## src/rtl/demux_reg_if.sv

```systemverilog
// Handshake bundle for demux_reg: the source port, the two destination channels and the delivery counters.
interface demux_reg_if #(
  parameter int unsigned WIDTH   = 16,
  parameter int unsigned COUNT_W = 8
);
  logic               in_valid;
  logic               in_ready;
  logic [WIDTH-1:0]   in_data;
  logic               in_sel;
  logic               a_valid;
  logic               a_ready;
  logic [WIDTH-1:0]   a_data;
  logic               b_valid;
  logic               b_ready;
  logic [WIDTH-1:0]   b_data;
  logic [COUNT_W-1:0] a_count;
  logic [COUNT_W-1:0] b_count;

  // Environment side: drives the source word and both consumer readies.
  modport master (
    output in_valid, in_data, in_sel, a_ready, b_ready,
    input  in_ready, a_valid, a_data, b_valid, b_data, a_count, b_count
  );

  // Demux side.
  modport slave (
    input  in_valid, in_data, in_sel, a_ready, b_ready,
    output in_ready, a_valid, a_data, b_valid, b_data, a_count, b_count
  );
endinterface

```

## src/rtl/demux_reg.sv

```systemverilog
// Registered 1-to-2 demultiplexer: steers one source word into channel A or B,
// each with its own holding register, valid/ready handshake and delivery counter.
module demux_reg #(
  parameter int unsigned WIDTH   = 16,
  parameter int unsigned COUNT_W = 8
) (
  input logic        CLK,
  input logic        reset,
  demux_reg_if.slave bus
);
  typedef enum logic {S_EMPTY = 1'b0, S_FULL = 1'b1} state_t;

  state_t             r_a_state, w_a_state_nxt;
  state_t             r_b_state, w_b_state_nxt;
  logic [WIDTH-1:0]   r_a_data, r_b_data;
  logic [COUNT_W-1:0] r_a_count, r_b_count;

  logic w_a_full, w_b_full;
  logic w_a_drain, w_b_drain;
  logic w_in_ready, w_acc;
  logic w_a_load, w_b_load;

  assign w_a_full  = (r_a_state == S_FULL);
  assign w_b_full  = (r_b_state == S_FULL);
  assign w_a_drain = w_a_full & bus.a_ready;
  assign w_b_drain = w_b_full & bus.b_ready;

  // Readiness looks only at the selected channel so a stall on one never blocks the other.
  assign w_in_ready = bus.in_sel ? (~w_b_full | bus.b_ready) : (~w_a_full | bus.a_ready);
  assign w_acc      = bus.in_valid & w_in_ready;
  assign w_a_load   = w_acc & ~bus.in_sel;
  assign w_b_load   = w_acc &  bus.in_sel;

  always_comb begin
    w_a_state_nxt = r_a_state;
    w_b_state_nxt = r_b_state;
    case (r_a_state)
      S_EMPTY: if (w_a_load)              w_a_state_nxt = S_FULL;
      S_FULL:  if (w_a_drain & ~w_a_load) w_a_state_nxt = S_EMPTY;
      default:                            w_a_state_nxt = S_EMPTY;
    endcase
    case (r_b_state)
      S_EMPTY: if (w_b_load)              w_b_state_nxt = S_FULL;
      S_FULL:  if (w_b_drain & ~w_b_load) w_b_state_nxt = S_EMPTY;
      default:                            w_b_state_nxt = S_EMPTY;
    endcase
  end

  always_ff @(posedge CLK or posedge reset) begin
    if (reset) begin
      r_a_state <= S_EMPTY;
      r_b_state <= S_EMPTY;
    end else begin
      r_a_state <= w_a_state_nxt;
      r_b_state <= w_b_state_nxt;
    end
  end

  always_ff @(posedge CLK or posedge reset) begin
    if (reset) begin
      r_a_data <= '0;
      r_b_data <= '0;
    end else begin
      if (w_a_load) r_a_data <= bus.in_data;
      if (w_b_load) r_b_data <= bus.in_data;
    end
  end

  // Counters wrap freely; the width sets the modulus.
  always_ff @(posedge CLK or posedge reset) begin
    if (reset) begin
      r_a_count <= '0;
      r_b_count <= '0;
    end else begin
      if (w_a_drain) r_a_count <= r_a_count + 1'b1;
      if (w_b_drain) r_b_count <= r_b_count + 1'b1;
    end
  end

  assign bus.in_ready = w_in_ready;
  assign bus.a_valid  = w_a_full;
  assign bus.b_valid  = w_b_full;
  assign bus.a_data   = r_a_data;
  assign bus.b_data   = r_b_data;
  assign bus.a_count  = r_a_count;
  assign bus.b_count  = r_b_count;
endmodule

```

## src/flat_wrapper.sv

```systemverilog
// flat-port wrapper written by rule: the top's interface ports become plain ports
module demux_reg_flat 
#(
  parameter int unsigned WIDTH   = 16,
  parameter int unsigned COUNT_W = 8
)
  (CLK, reset, bus_in_valid, bus_in_data, bus_in_sel, bus_a_ready, bus_b_ready, bus_in_ready, bus_a_valid, bus_a_data, bus_b_valid, bus_b_data, bus_a_count, bus_b_count);
  demux_reg_if #(.WIDTH(WIDTH), .COUNT_W(COUNT_W)) bus_i ();
  input logic CLK;
  input logic reset;
  input wire logic [$bits(bus_i.in_valid)-1:0] bus_in_valid;
  input wire logic [$bits(bus_i.in_data)-1:0] bus_in_data;
  input wire logic [$bits(bus_i.in_sel)-1:0] bus_in_sel;
  input wire logic [$bits(bus_i.a_ready)-1:0] bus_a_ready;
  input wire logic [$bits(bus_i.b_ready)-1:0] bus_b_ready;
  output wire logic [$bits(bus_i.in_ready)-1:0] bus_in_ready;
  output wire logic [$bits(bus_i.a_valid)-1:0] bus_a_valid;
  output wire logic [$bits(bus_i.a_data)-1:0] bus_a_data;
  output wire logic [$bits(bus_i.b_valid)-1:0] bus_b_valid;
  output wire logic [$bits(bus_i.b_data)-1:0] bus_b_data;
  output wire logic [$bits(bus_i.a_count)-1:0] bus_a_count;
  output wire logic [$bits(bus_i.b_count)-1:0] bus_b_count;
  assign bus_i.in_valid = bus_in_valid;
  assign bus_i.in_data = bus_in_data;
  assign bus_i.in_sel = bus_in_sel;
  assign bus_i.a_ready = bus_a_ready;
  assign bus_i.b_ready = bus_b_ready;
  assign bus_in_ready = bus_i.in_ready;
  assign bus_a_valid = bus_i.a_valid;
  assign bus_a_data = bus_i.a_data;
  assign bus_b_valid = bus_i.b_valid;
  assign bus_b_data = bus_i.b_data;
  assign bus_a_count = bus_i.a_count;
  assign bus_b_count = bus_i.b_count;
  demux_reg #(.WIDTH(WIDTH), .COUNT_W(COUNT_W)) u_core (.CLK(CLK), .reset(reset), .bus(bus_i));
endmodule
```

## config.mk

```make
export PLATFORM = sky130hd
export DESIGN_NAME = demux_reg_flat
export DESIGN_NICKNAME = d
export VERILOG_FILES = /design/src/rtl/demux_reg_if.sv /design/src/rtl/demux_reg.sv /design/src/flat_wrapper.sv
export SDC_FILE = /design/constraint.sdc
export NUM_CORES = 1
export LEC_CHECK = 0
export CAP_MARGIN = 20
export CORE_MARGIN = 8
export CORE_UTILIZATION = 39
export CTS_BUF_LIST = sky130_fd_sc_hd__clkbuf_16
export CTS_CLUSTER_DIAMETER = 80
export DETAILED_ROUTE_END_ITERATION = 16
export PLACE_DENSITY = 0.74
export SLEW_MARGIN = 10
export SYNTH_ARGS = -nofsm -noshare
export SYNTH_HDL_FRONTEND = slang
export SYNTH_SLANG_ARGS = --single-unit
```

## constraint.sdc

```tcl
create_clock -name CLK -period 1.3 [get_ports CLK]
set_input_delay 0.13 -clock CLK [delete_from_list [all_inputs] [get_ports CLK]]
set_output_delay 0.13 -clock CLK [all_outputs]
set_load 0.05 [all_outputs]
```

==> results.txt, run 1 <==
CP Data Arrival Time -> 1250 ps
pre-CTS setup slack -> -333 ps
RSZ-0062 raised after global routing -> yes
residual DRC count -> 0
Die ar. -> 7650 um^2
Crit Reg-Reg Endpoint -> u_core.bus.a_data[6]
final period utilization -> 106%
Initial Utilization -> 39.7%
area growth from synthesis to layout -> 86.3%
worst skew pair latency -> 280 ps
R2R cell count -> 4
outcome -> finished, violations left
clk buf depth -> 2
port bufs -> 72
YS warnings -> 0
DR pass1 iterations -> 4
Synth Area per Inst -> 14.7 um^2
DP Area -> 3510 um^2
biggest area consumer among synthesized cells -> dfrtp_1
Top Ports -> 73
Peak supply drop -> 1450 uV
dpl hpwl -> 3.87 mm
total grt overflow -> 0
worst slew pin tran -> 353 ps
CTS tree -> done
Final Hold Viols -> 0
vias in the first global route -> 1510
Hold WS -> 178 ps
Unique masters post-synth -> 21
htree depth -> 2
Iteration-0 DRC Markers -> 29
average via count per standard cell -> 4.67
clock sink count -> 50
slowest CP cell -> dfrtp_2
max-slew violation count -> 0
Pleak -> 0.00169 uW
min cycle time layout -> 1380 ps
Non-Filler Instances -> 293
Cells after DPL -> 285
multi-input logic area -> 845 um^2
post-synthesis cell count -> 135
R2R Setup Slk -> -40 ps
Routability Congestion -> 0.687
Design Area, Final -> 3710 um^2
startpoint class of the critical path -> flip-flop
WP data required -> 1170 ps
Ant. Diodes -> 0
Root Buffer -> clkbuf_16
crit path to -> bus_in_ready
worst reg2reg startpoint -> u_core.bus.a_valid
final core utilization -> 74.0%
Final Worst Setup Slack -> -76.4 ps
Logic pwr share -> 49.2%
GRT Util Overall -> 13.9%
FMAX -> 727 MHz
power density over the cells -> 1930 nW/um^2
syn nets -> 159
Final nets -> 246
storage element area -> 1260 um^2
Rows -> 26
final WL -> 4.92 mm
first-pass GRT wire length -> 8.21 mm
Seq pwr share -> 33.9%
hold-fix buffer count after cts -> 0
share of layout cells above drive strength 1 -> 52.9%
crit-path cells -> nand2b_4 -> buf_6 -> mux2_4 -> buf_8
largest net degree at the start of global routing -> 26
vias -> 1369
core footprint -> 5010 um^2
Seq/Total Area, Yosys -> 62.9%
clock-pin slew on the worst setup and hold paths -> 60 ps
CTS buffer count -> 5
Switching Fraction -> 37.8%
critical path class -> flip-flop to output port
largest stage delay on the critical path -> 390 ps
Rel. slew slack -> 76.4%
crit end category -> output port
Area contributors post-synth -> dfrtp_1 63%, mux2_2 20%, xnor2_1 4.4%
Antenna Nets Post-Route -> 0
antenna violations before repair -> 0
failing checks -> setup timing
Hold Crit Class -> input port to async pin
chip height -> 87.4 um
crit path max fanout -> 2
Cell Area, Synth -> 1990 um^2
Power Internal -> 4460 uW
filler cell count -> 328
#FFs+latches synth -> 50
Switch Pwr -> 2710 uW
Die Wd -> 87.4 um
final number of setup-violating endpoints -> 33
Worst Clk Skew -> 5.17 ps
max_cap viols -> 0
top cell type's share of synthesized area -> 62.9%
Worst Setup SP -> u_core.bus.b_valid
clock power share -> 16.8%
Routed WL per cell -> 16.8 um
[cells in the final DEF, fill, tap and decap left out, types with 4 or more instances in the layout]
cell type	synthesis	routed
nand2_1	12	12
xor2_1	4	4
buf_4	0	5
dfrtp_1	50	42
buf_12	0	54
dfrtp_2	0	8
mux2_4	0	33
clkdlybuf4s50_1	0	21
xnor2_1	10	10
clkbuf_16	0	5
[sequential cells by signal, summed over array words and instances, names as in the netlist]
register,flops
u_core.bus.a_count,8
u_core.bus.a_data,16
u_core.bus.a_valid,1
u_core.bus.b_count,8
u_core.bus.b_data,16
u_core.bus.b_valid,1
[repair_timing]
action,4_1_cts,5_1_grt
setup buffers,1,0
pin swaps,0,2
endpoints found under the setup margin,33,34
resized for setup,10,4
[synthesized netlist by cell type, drive strengths merged]
cell	number
o21ai	1
nand2b	2
dfrtp	50
and3	2
nand2	12
mux2	35
inv	2
xor2	4
nor2b	1
ha	2
buf	3
and4	2
nor3	2
nor2	2
nor3b	1
nand3	2
xnor2	10
nand4	2
[through the flow]
| step | TNS [ps] | power [uW] |
|---|---|---|
| 2_1_floorplan | -6810 | 4020 |
| 3_3_place_gp | -9480 | 5920 |
| 3_5_place_dp | -10370 | 5980 |
| 4_1_cts | -1640 | 7250 |
| 5_1_grt | -2640 | 7470 |
| 6_report | -1540 | 7170 |
[critical path: cells and delay by family, from the launching register on]
kind | cells | cell delay (ps)
buffers and inverters | 2 | 260
muxes | 1 | 260
DFF | 1 | 390
and+or+nand+nor | 1 | 60
[power by group through the flow]
stage	clock (uW)	combinational, uW	sequential [uW]
finish	1210	3530	2440
global route	1310	3670	2490
CTS	1250	3570	2430
detailed placement	0	3520	2450
global placement	0	3480	2440
floorplan	0	566	3450
[logic make-up after synthesis]
kind of cell    after synthesis  synth area share, %
simple gates                 28                 7.73
xor+xnor                     14                 6.16
compound gates                1                0.251
fa+ha+maj                     2                 1.26
flops                        50                 62.9
buf+inv                       5                 1.95
mux                          35                 19.8
[metal layers]
metal | track usage [%] | share of wire, % | wire [um] | vias up
met5 | 0 | 0 | 0 | -
met4 | 3.28 | 0.69 | 34 | 0
met3 | 5.66 | 8.0 | 396 | 4
met2 | 22.1 | 48 | 2350 | 48
met1 | 17.1 | 43 | 2140 | 683
li1 | - | - | - | 634
[final cells by class]
| cell class | instances | share of cell area, % |
|---|---|---|
| clock buffer | 5 | 3.37 |
| clock inverter | 3 | 0.337 |
| timing repair buffer | 83 | 36.8 |
| sequential | 50 | 34.0 |
| tap | 70 | 2.36 |
| inverter | 2 | 0.304 |
| multi-input combinational | 80 | 22.8 |
[how the worst min path moves through the flow]
stage | from | endpoint | slack [ps] | depth (start not counted)
global placement | reset | u_core.bus.b_data[1] | 480 | 2
floorplan | reset | u_core.bus.a_count[3] | 170 | 1
global route | reset | u_core.bus.b_data[1] | 200 | 2
detailed placement | reset | u_core.bus.b_data[1] | 490 | 2
finish | reset | u_core.bus.b_data[1] | 180 | 2
CTS | reset | u_core.bus.b_data[1] | 190 | 2
Note: power is estimated with default switching activity, not from simulation.
==> run 2: changes to the inputs <==
--- a/config.mk
+++ b/config.mk
@@ -10,6 +10,7 @@
 export CORE_UTILIZATION = 39
 export CTS_BUF_LIST = sky130_fd_sc_hd__clkbuf_16
 export CTS_CLUSTER_DIAMETER = 80
+export CTS_CLUSTER_SIZE = 12
 export DETAILED_ROUTE_END_ITERATION = 16
 export PLACE_DENSITY = 0.74
 export SLEW_MARGIN = 10
==> results of run 2 <==
The final DEF is identical to that of run 1; final timing and power are the same.
